**config.mk**
```make
export PLATFORM = sky130hd
export DESIGN_NAME = cla_pipe_adder
export DESIGN_NICKNAME = d
export VERILOG_FILES = /design/src/rtl/cla_pipe_adder.sv
export SDC_FILE = /design/constraint.sdc
export NUM_CORES = 1
export LEC_CHECK = 0
export CAP_MARGIN = 20
export CORE_MARGIN = 2
export CORE_UTILIZATION = 48
export CTS_CLUSTER_DIAMETER = 150
export DETAILED_ROUTE_END_ITERATION = 6
export GPL_ROUTABILITY_DRIVEN = 1
export PLACE_DENSITY = 0.71
export SYNTH_ARGS = -nofsm -noshare
export SYNTH_HDL_FRONTEND = slang
export SYNTH_SLANG_ARGS = --single-unit
```
**constraint.sdc**
```tcl
create_clock -name CLK -period 5.05 [get_ports CLK]
set_input_delay 0.7575 -clock CLK [delete_from_list [all_inputs] [get_ports CLK]]
set_output_delay 0.7575 -clock CLK [all_outputs]
set_load 0.005 [all_outputs]
```
**src/rtl/cla_pipe_adder.sv**
```systemverilog
// Pipelined carry-lookahead adder with valid/ready handshakes on both sides.
// Each stage adds one SW-bit slice; the carry and the skewed operands/sums travel in registers.
module cla_pipe_adder #(
  parameter int WIDTH  = 64,
  parameter int STAGES = 4
) (
  input  logic             CLK,
  input  logic             reset_n,
  input  logic             in_valid,
  output logic             in_ready,
  input  logic [WIDTH-1:0] in_a,
  input  logic [WIDTH-1:0] in_b,
  input  logic             cin,
  output logic             out_valid,
  input  logic             out_ready,
  output logic [WIDTH-1:0] sum,
  output logic             cout,
  output logic             ovf
);

  localparam int SW = WIDTH / STAGES;

  // Slice adder built from 4-bit lookahead groups; group carries chain across the slice.
  function automatic logic [SW:0] cla_slice(input logic [SW-1:0] a,
                                            input logic [SW-1:0] b,
                                            input logic          c);
    logic [SW-1:0] g;
    logic [SW-1:0] p;
    logic [SW:0]   cv;
    logic          gg;
    logic          pg;
    g     = a & b;
    p     = a ^ b;
    cv    = '0;
    cv[0] = c;
    for (int k = 0; k < SW / 4; k++) begin
      cv[4*k+1] = g[4*k] | (p[4*k] & cv[4*k]);
      cv[4*k+2] = g[4*k+1] | (p[4*k+1] & g[4*k]) | (p[4*k+1] & p[4*k] & cv[4*k]);
      cv[4*k+3] = g[4*k+2] | (p[4*k+2] & g[4*k+1]) | (p[4*k+2] & p[4*k+1] & g[4*k])
                | (p[4*k+2] & p[4*k+1] & p[4*k] & cv[4*k]);
      gg = g[4*k+3] | (p[4*k+3] & g[4*k+2]) | (p[4*k+3] & p[4*k+2] & g[4*k+1])
         | (p[4*k+3] & p[4*k+2] & p[4*k+1] & g[4*k]);
      pg = &p[4*k +: 4];
      cv[4*k+4] = gg | (pg & cv[4*k]);
    end
    return {cv[SW], p ^ cv[SW-1:0]};
  endfunction

  logic              adv;
  logic [STAGES-1:0] valid_q;
  logic [STAGES-1:0] valid_d;

  // The whole pipe advances as one; a stalled output freezes every stage.
  assign adv       = !out_valid || out_ready;
  assign in_ready  = adv;
  assign out_valid = valid_q[STAGES-1];

  always_comb begin
    valid_d    = valid_q;
    valid_d[0] = in_valid;
    for (int k = 1; k < STAGES; k++) begin
      valid_d[k] = valid_q[k-1];
    end
  end

  always_ff @(posedge CLK or negedge reset_n) begin
    if (!reset_n) begin
      valid_q <= '0;
    end else if (adv) begin
      valid_q <= valid_d;
    end
  end

  for (genvar gi = 0; gi < STAGES; gi++) begin : g_stage
    localparam int SUMW = (gi + 1) * SW;

    logic [SW-1:0]   a_sl;
    logic [SW-1:0]   b_sl;
    logic            c_in;
    logic [SW:0]     res;
    logic [SUMW-1:0] sum_d;
    logic [SUMW-1:0] sum_q;
    logic            c_q;

    assign res = cla_slice(a_sl, b_sl, c_in);

    if (gi == 0) begin : g_first
      assign a_sl  = in_a[SW-1:0];
      assign b_sl  = in_b[SW-1:0];
      assign c_in  = cin;
      assign sum_d = res[SW-1:0];
    end else begin : g_next
      assign a_sl  = g_stage[gi-1].g_fwd.a_up_q[SW-1:0];
      assign b_sl  = g_stage[gi-1].g_fwd.b_up_q[SW-1:0];
      assign c_in  = g_stage[gi-1].c_q;
      assign sum_d = {res[SW-1:0], g_stage[gi-1].sum_q};
    end

    always_ff @(posedge CLK or negedge reset_n) begin
      if (!reset_n) begin
        sum_q <= '0;
        c_q   <= 1'b0;
      end else if (adv) begin
        sum_q <= sum_d;
        c_q   <= res[SW];
      end
    end

    if (gi < STAGES - 1) begin : g_fwd
      // Operand bits still to be added by later stages.
      localparam int UPW = WIDTH - (gi + 1) * SW;
      logic [UPW-1:0] a_up_d;
      logic [UPW-1:0] b_up_d;
      logic [UPW-1:0] a_up_q;
      logic [UPW-1:0] b_up_q;

      if (gi == 0) begin : g_src
        assign a_up_d = in_a[WIDTH-1:SW];
        assign b_up_d = in_b[WIDTH-1:SW];
      end else begin : g_src
        assign a_up_d = g_stage[gi-1].g_fwd.a_up_q[UPW+SW-1:SW];
        assign b_up_d = g_stage[gi-1].g_fwd.b_up_q[UPW+SW-1:SW];
      end

      always_ff @(posedge CLK or negedge reset_n) begin
        if (!reset_n) begin
          a_up_q <= '0;
          b_up_q <= '0;
        end else if (adv) begin
          a_up_q <= a_up_d;
          b_up_q <= b_up_d;
        end
      end
    end else begin : g_last
      logic a_msb;
      logic b_msb;
      logic ovf_d;
      logic ovf_q;

      if (gi == 0) begin : g_msb
        assign a_msb = in_a[WIDTH-1];
        assign b_msb = in_b[WIDTH-1];
      end else begin : g_msb
        assign a_msb = g_stage[gi-1].g_fwd.a_up_q[SW-1];
        assign b_msb = g_stage[gi-1].g_fwd.b_up_q[SW-1];
      end

      assign ovf_d = (a_msb == b_msb) && (sum_d[SUMW-1] != a_msb);

      always_ff @(posedge CLK or negedge reset_n) begin
        if (!reset_n) begin
          ovf_q <= 1'b0;
        end else if (adv) begin
          ovf_q <= ovf_d;
        end
      end

      assign sum  = sum_q;
      assign cout = c_q;
      assign ovf  = ovf_q;
    end
  end

endmodule

```
==> summary.txt, run 1 <==
Outcome
  • Status: finished clean

Yosys
  • Syn Std Cell Area: between 15000 and 20000 um^2
  • EDFF count, synth: 0
  • Post-synthesis area per instance: around 9 um^2
  • Fraction of synthesis flops using an asynchronous set or reset pin: 1.00
  • Yosys warning count: 0
  • Distinct cell type count of the synthesized netlist: 40
  • Share of synthesized area occupied by flip-flops and latches: 0.571
  • Post-Syn Instances: approximately 1800
  • Synthesized flop and latch total: about 360
  • Prevailing post-synth register cell: sky130_fd_sc_hd__dfrtp_1
  • Post-Synthesis Net Count: about 2000

Placement
  • Total placed cells including tap cells: between 2000 and 2500
  • Placer's final routability congestion estimate: between 0.7 and 0.8
  • Port Buf Inserts: 200
  • Final HPWL DP: just over 20000 um

CTS
  • CTS HTree Levels: 2
  • Max Buffers Root-to-Sink: 3
  • TritonCTS buffer count: 39
  • Cells resized by post-CTS repair: 0
  • Total setup buffers inserted after CTS: 0
  • Clock-pin slew on the worst setup and hold paths: ~0.050 ns
  • Latest clock arrival within the worst-skew pair: 0.52 ns
  • CTS Root Buffer Type: sky130_fd_sc_hd__clkbuf_16
  • Clock net sink count: ~360
  • CTS tree: done
  • Post-CTS Hold Buffers: 0

Critical path
  • Category of the worst setup path launch point: input port
  • Cell with the largest stage delay on the worst path: sky130_fd_sc_hd__nor2b_4
  • Sequence of cells on the critical path: clkdlybuf4s50_1 -> nor2b_4 -> inv_8 -> clkdlybuf4s50_1
  • Crit path required time: approximately 4.3 ns
  • Most numerous cell on the critical path: sky130_fd_sc_hd__clkdlybuf4s50_1
  • Worst path buffer plus inverter count: 3
  • Worst endpoint data arrival time: between 2 and 3 ns
  • Endpoint kind of the worst setup timing path: primary output
  • Crit path largest cell delay: about 0.58 ns
  • Critical path start-end classification: in -> out
  • Kind of cell adding the most delay to the critical path: buffers and inverters
  • Biggest fanout along the worst timing path: 133

Routing
  • Length of the first detailed-routing pass in iterations: 5
  • Final routed wirelength across all metal layers: approximately 32000 um
  • Detail Route Antenna Nets: 0
  • Via count: around 12000
  • Iteration-0 DRC count of the detailed router: approximately 740
  • Routed via count divided by cell count: slightly below 5
  • DRC Markers: 0
  • Avg WL per Cell: around 13 um

Power
  • Total power density per cell area: 620 nW/um^2
  • Combinational power share: 0.359
  • Leakage: a little under 10 nW
  • Proportion of power drawn by the clock network: 0.237
  • Reg power frac: 0.404
  • Switching Fraction: 0.345
  • Cell-internal power: 0.00791 W
  • Switching power: between 0.004 and 0.005 W
  • Worst voltage drop across the vdd grid: between 0.4 and 0.5 mV

Timing
  • Slew of the pin with the lowest slew margin: about 1.1 ns
  • Setup violation total in the final timing report: 0
  • Fmax: 282 MHz
  • Fin. Hold Viols: 0
  • Time the worst path needs with I/O delays and setup: 3.54 ns
  • Setup TNS: 0 ns
  • Final period utilization: 0.702
  • Setup repair after global routing missed its margin: false
  • Final Skew: roughly 0.016 ns
  • Slew Limit Fails: 0
  • Max_slew headroom: 0.279

Final layout
  • Filler-free cell count of the finished design: ~2400
  • Share of the core filled with cells in the final layout: 0.601
  • Count of nets after finishing: 2137
  • Area overhead of the layout relative to synthesis: 23.3%
  • Most frequent cells in the layout: sky130_fd_sc_hd__nand2_1, sky130_fd_sc_hd__dfrtp_1, sky130_fd_sc_hd__clkdlybuf4s50_1, sky130_fd_sc_hd__ha_1
  • Layout cells sized above 1: 0.0379
  • Most common cell after layout, fill and taps aside: sky130_fd_sc_hd__nand2_1

Flow run
  • Max-cap violation count: 0

Floorplan
  • Width of the die: around 190 um
  • I/O pin cnt: between 200 and 250
  • Die height: around 190 um
  • # rows: 66
  • Initial Utilization: 0.487
  • Overall die area: 34400 um^2
  • CORE AREA: around 32000 um^2

GRT
  • First-pass GRT wire length: roughly 53000 um
  • Largest net degree at the start of global routing: approximately 230
  • Total GRT Usage: 0.189
  • Number of antenna violations at the first check in global routing: 2
  • Congestion Overflow GR: 0
  • Via count of the first global-routing pass: ~11000

Worst hold path
  • Worst hold-check path type: in -> async
[final cells by class]
| cell class | count | area, um^2 |
|---|---|---|
| Sequential cell | 361 | 9030 |
| Fill cell | 2899 | 13000 |
| Clock inverter | 7 | 85.1 |
| Clock buffer | 62 | 1220 |
| Tap cell | 442 | 553 |
| Timing Repair Buffer | 206 | 2100 |
| Antenna cell | 1 | 2.50 |
| Multi-Input combinational cell | 1295 | 6410 |
| Inverter | 21 | 86.3 |
[final timing paths]
kind | from | to | slack (ns) | cells after the start
hold / removal | reset_n | g_stage[1].sum_q[29]$_DFFE_PN0P_ | 0.15 | 1
max in group asynchronous | reset_n | sum[9]$_DFFE_PN0P_ | 3.77 | 2
min in group CLK | sum[12]$_DFFE_PN0P_ | sum[12]$_DFFE_PN0P_ | 0.46 | 2
setup reg to reg | g_stage[1].g_fwd.a_up_q[0]$_DFFE_PN0P_ | g_stage[2].sum_q[45]$_DFFE_PN0P_ | 2.02 | 9
hold reg to reg | sum[12]$_DFFE_PN0P_ | sum[12]$_DFFE_PN0P_ | 0.46 | 2
setup / recovery | out_ready | in_ready | 1.51 | 4
[metal layers]
metal	global-route usage	wire length [um]
met1	0.264	14900
met2	0.308	15100
met3	0.0346	1520
met4	0.0454	531
met5	0	16
[state kept, by name, summed over array words and instances, names as in the netlist]
name	flops
ovf	1
g_stage.g_fwd.b_up_q	96
cout	1
g_stage.sum_q	96
valid_q	4
g_stage.g_fwd.a_up_q	96
sum	64
g_stage.c_q	3
[cell usage after synthesis (7+ instances only)]
library cell	n	area share
sky130_fd_sc_hd__nand2_1	941	0.22
sky130_fd_sc_hd__nor2_1	35	0.0083
sky130_fd_sc_hd__dfrtp_1	361	0.57
sky130_fd_sc_hd__nand3_1	7	0.0022
sky130_fd_sc_hd__inv_1	20	0.0047
sky130_fd_sc_hd__o21ai_0	37	0.012
sky130_fd_sc_hd__clkbuf_1	75	0.018
sky130_fd_sc_hd__a21oi_1	41	0.013
sky130_fd_sc_hd__ha_1	64	0.051
sky130_fd_sc_hd__fa_1	16	0.020
sky130_fd_sc_hd__a21o_1	22	0.010
sky130_fd_sc_hd__xor2_1	19	0.011
sky130_fd_sc_hd__o21ai_1	20	0.0063
sky130_fd_sc_hd__xnor2_1	25	0.014
sky130_fd_sc_hd__nor2b_1	9	0.0036
sky130_fd_sc_hd__a211oi_1	7	0.0033
[power groups by stage]
stage          clock (W)  sequential (W)  combinational [W]
2_1_floorplan          0         0.00476            0.00297
3_3_place_gp           0         0.00488            0.00421
3_5_place_dp           0         0.00493            0.00436
4_1_cts          0.00294         0.00489            0.00440
5_1_grt          0.00306         0.00504            0.00500
6_report         0.00286         0.00488            0.00435
[cells by family (layout without fill, tap and decap cells)]
group	after synthesis	count (layout)	share of synthesized area
AOI/OAI and AO/OA	160	160	0.0634
xor gates and xnor gates	44	44	0.0244
adders and majority gates	80	80	0.0709
buffers and inverters	101	296	0.0240
DFF	361	361	0.571
muxes	2	2	0.00127
other	0	1	0
and+or+nand+nor	1009	1009	0.245
[metrics by stage]
step                instance area (um^2)  setup WS (ns)  hold WS [ns]  power, W
floorplan                          15800           2.14         0.430   0.00773
global placement                   18200           1.52         0.448   0.00910
detailed placement                 18200           1.50         0.455   0.00929
CTS                                19500           1.49         0.151    0.0122
global route                       19500           1.37         0.171    0.0131
finish                             19500           1.51         0.153    0.0121
Power figures use the tool's default switching activity.
==> inputs of run 2 (changes only) <==
--- a/config.mk
+++ b/config.mk
@@ -11,7 +11,7 @@
 export CTS_CLUSTER_DIAMETER = 150
 export DETAILED_ROUTE_END_ITERATION = 6
 export GPL_ROUTABILITY_DRIVEN = 1
-export PLACE_DENSITY = 0.71
+export PLACE_DENSITY = 0.73
 export SYNTH_ARGS = -nofsm -noshare
 export SYNTH_HDL_FRONTEND = slang
 export SYNTH_SLANG_ARGS = --single-unit
==> constraint.sdc (replaced) <==
create_clock -name CLK -period 3.1 [get_ports CLK]
set_input_delay 0.465 -clock CLK [delete_from_list [all_inputs] [get_ports CLK]]
set_output_delay 0.465 -clock CLK [all_outputs]
set_load 0.005 [all_outputs]
==> run 2 against run 1 <==
Compared with the run above:
- the flow now finishes with violations (hold timing)
- sequential power up 63%
- design area up 0.44%
- cell count increased by 0.25%
- global-route usage up 0.35 points
- clock power up 58%
- count of clock-buffer cells in the layout down 3
- highest routed layer unchanged
- first-iteration DRC count is 3.8% lower
==> summary.txt, run 2 (same netlist as run 1, synthesis figures left out) <==
Outcome
  • Status: complete, but fails checks
  • Violations in the final reports: hold timing

Final layout
  • Filler-free cell count of the finished design: between 2000 and 2500
  • Registers with the most flip-flops: g_stage.g_fwd.a_up_q (96), g_stage.g_fwd.b_up_q (96), g_stage.sum_q (96)
  • Count of nets after finishing: 2146
  • Most common cell after layout, fill and taps aside: sky130_fd_sc_hd__nand2_1
  • Layout cells sized above 1: 0.0424
  • Most frequent cells in the layout: sky130_fd_sc_hd__nand2_1, sky130_fd_sc_hd__dfrtp_1, sky130_fd_sc_hd__clkdlybuf4s50_1, sky130_fd_sc_hd__ha_1
  • Area overhead of the layout relative to synthesis: 23.8%
  • Fill cell instance count of the final layout: approximately 2800

Timing
  • Setup violation total in the final timing report: 0
  • Final Skew: approximately 0.011 ns
  • Time the worst path needs with I/O delays and setup: 2.91 ns
  • Slew Limit Fails: 0
  • Setup repair after global routing missed its margin: false
  • Fmax: around 340 MHz
  • Smallest hold slack: -0.00624 ns
  • Setup TNS: 0 ns
  • Max_slew headroom: 0.287
  • Fin. Hold Viols: 1
  • Slew of the pin with the lowest slew margin: roughly 1.1 ns
  • Final period utilization: 0.937

CTS
  • Clock-pin slew on the worst setup and hold paths: ~0.060 ns
  • CTS tree: done
  • CTS HTree Levels: 2
  • Max Buffers Root-to-Sink: 3
  • Cells resized by post-CTS repair: 0
  • Clock net sink count: between 300 and 400
  • TritonCTS buffer count: 39
  • Latest clock arrival within the worst-skew pair: ~0.51 ns
  • Total setup buffers inserted after CTS: 0
  • CTS Root Buffer Type: sky130_fd_sc_hd__clkbuf_16
  • Post-CTS Hold Buffers: 0

GRT
  • Busiest layer in global routing: met2
  • Total GRT Usage: 0.192
  • Congestion Overflow GR: 0
  • Number of antenna violations at the first check in global routing: 2
  • First-pass GRT wire length: between 50000 and 60000 um
  • Met2 Track Usage GR: 0.314
  • Via count of the first global-routing pass: roughly 11000
  • Global-route track usage on met3: 0.0348
  • Largest net degree at the start of global routing: ~230
  • GR Util met1: 0.267

Critical path
  • Endpoint kind of the worst setup timing path: flip-flop
  • Setup slack of the most critical reg-to-reg path: about 0.19 ns
  • Most numerous cell on the critical path: sky130_fd_sc_hd__a211oi_1
  • Sequence of cells on the critical path: ha_1 -> a211oi_1 -> o21bai_1 -> a211oi_1 -> o211ai_1 -> a21o_1 -> fa_1 -> xnor2_1 -> o21ai_0
  • Reg2reg path depth: 9
  • Worst endpoint data arrival time: between 3 and 4 ns
  • End of the worst register-to-register path: g_stage[2].sum_q[45]$_DFFE_PN0P_
  • Crit path required time: 3.46 ns
  • Kind of cell adding the most delay to the critical path: compound AO/OA/AOI/OAI gates
  • Biggest fanout along the worst timing path: 5
  • Cell with the largest stage delay on the worst path: sky130_fd_sc_hd__a211oi_1
  • Crit path largest cell delay: 0.42 ns
  • Category of the worst setup path launch point: flip-flop
  • Reg2Reg Launch Point: g_stage[1].g_fwd.a_up_q[0]$_DFFE_PN0P_
  • Critical path start-end classification: reg -> reg
  • Worst path buffer plus inverter count: 0

Floorplan
  • Die height: ~190 um
  • Initial Utilization: 0.487
  • I/O pin cnt: about 200
  • CORE AREA: 32500 um^2
  • Width of the die: about 190 um
  • # rows: between 60 and 70
  • Overall die area: 34400 um^2

Routing
  • Final routed wirelength across all metal layers: 32200 um
  • DRC Markers: 0
  • Avg WL per Cell: between 10 and 15 um
  • Via count: 11700
  • Iteration-0 DRC count of the detailed router: 707
  • Routed via count divided by cell count: between 4 and 5
  • Detail Route Antenna Nets: 0
  • Length of the first detailed-routing pass in iterations: 4

Power
  • Total power density per cell area: 1000 nW/um^2
  • Leakage: between 9 and 10 nW
  • Worst voltage drop across the vdd grid: 0.497 mV
  • Post-layout total power: about 0.02 W

Placement
  • Total placed cells including tap cells: 2334
  • Port Buf Inserts: 200
  • Placer's final routability congestion estimate: roughly 0.81
  • Final HPWL DP: between 20000 and 25000 um

Worst hold path
  • Worst hold-check path type: in -> async

Flow run
  • Max-cap violation count: 0
run 2: cell count changes in the layout (fill, tap and decap cells not counted), sizes merged:
cell,before,now
bufinv,2,1
clkbuf,62,59
inv,21,22
buf,7,16
run 2: worst max path at each step:
stage	cells past startpoint	startpoint	slack (ns)	to
finish	9	g_stage[1].g_fwd.a_up_q[0]$_DFFE_PN0P_	0.19	g_stage[2].sum_q[45]$_DFFE_PN0P_
global placement	9	in_a[5]	0.09	g_stage[0].sum_q[13]$_DFFE_PN0P_
detailed placement	9	in_a[5]	0.04	g_stage[0].sum_q[13]$_DFFE_PN0P_
floorplan	8	in_a[5]	0.48	g_stage[0].sum_q[13]$_DFFE_PN0P_
CTS	9	g_stage[1].g_fwd.a_up_q[0]$_DFFE_PN0P_	0.20	g_stage[2].sum_q[45]$_DFFE_PN0P_
global route	9	g_stage[1].g_fwd.a_up_q[0]$_DFFE_PN0P_	0.002	g_stage[2].sum_q[45]$_DFFE_PN0P_
run 2: per-stage QoR:
stage,util,worst slack (ns),cell area [um^2],hold slack [ns]
floorplan,-,0.485,15800,0.169
global placement,0.564,0.0856,18300,0.449
detailed placement,0.564,0.0415,18300,0.454
CTS,0.603,0.197,19600,0.0119
global route,0.603,0.00216,19600,0.0373
finish,0.603,0.194,19600,-0.00624
run 2: routing by layer:
metal | wire length (um) | part of all wire | vias up
met5 | 10 | 0.00031 | -
met4 | 541 | 0.017 | 2
met3 | 1450 | 0.045 | 41
met2 | 15300 | 0.48 | 196
met1 | 14800 | 0.46 | 5542
li1 | - | - | 5902
run 2: power breakdown:
part / internal [W] / leakage, nW / total (W) / switching [W]
combinational: 0.00329 / 4.98 / 0.00713 / 0.00384
sequential: 0.00677 / 4.36 / 0.00794 / 0.00117
clock: 0.00277 / 0.637 / 0.00453 / 0.00176
total: 0.0128 / 9.98 / 0.0196 / 0.00677
run 2: layout make-up:
cell class              count  area [um^2]  area share
multi-input cells        1295         6410       0.327
repair buffers            215         2220       0.113
clock inverters             7         63.8     0.00326
diodes                      1         2.50    0.000128
clock buffers              59         1210      0.0620
inverters                  21         86.3     0.00441
well taps                 442          553      0.0282
flip-flops and latches    361         9030       0.461
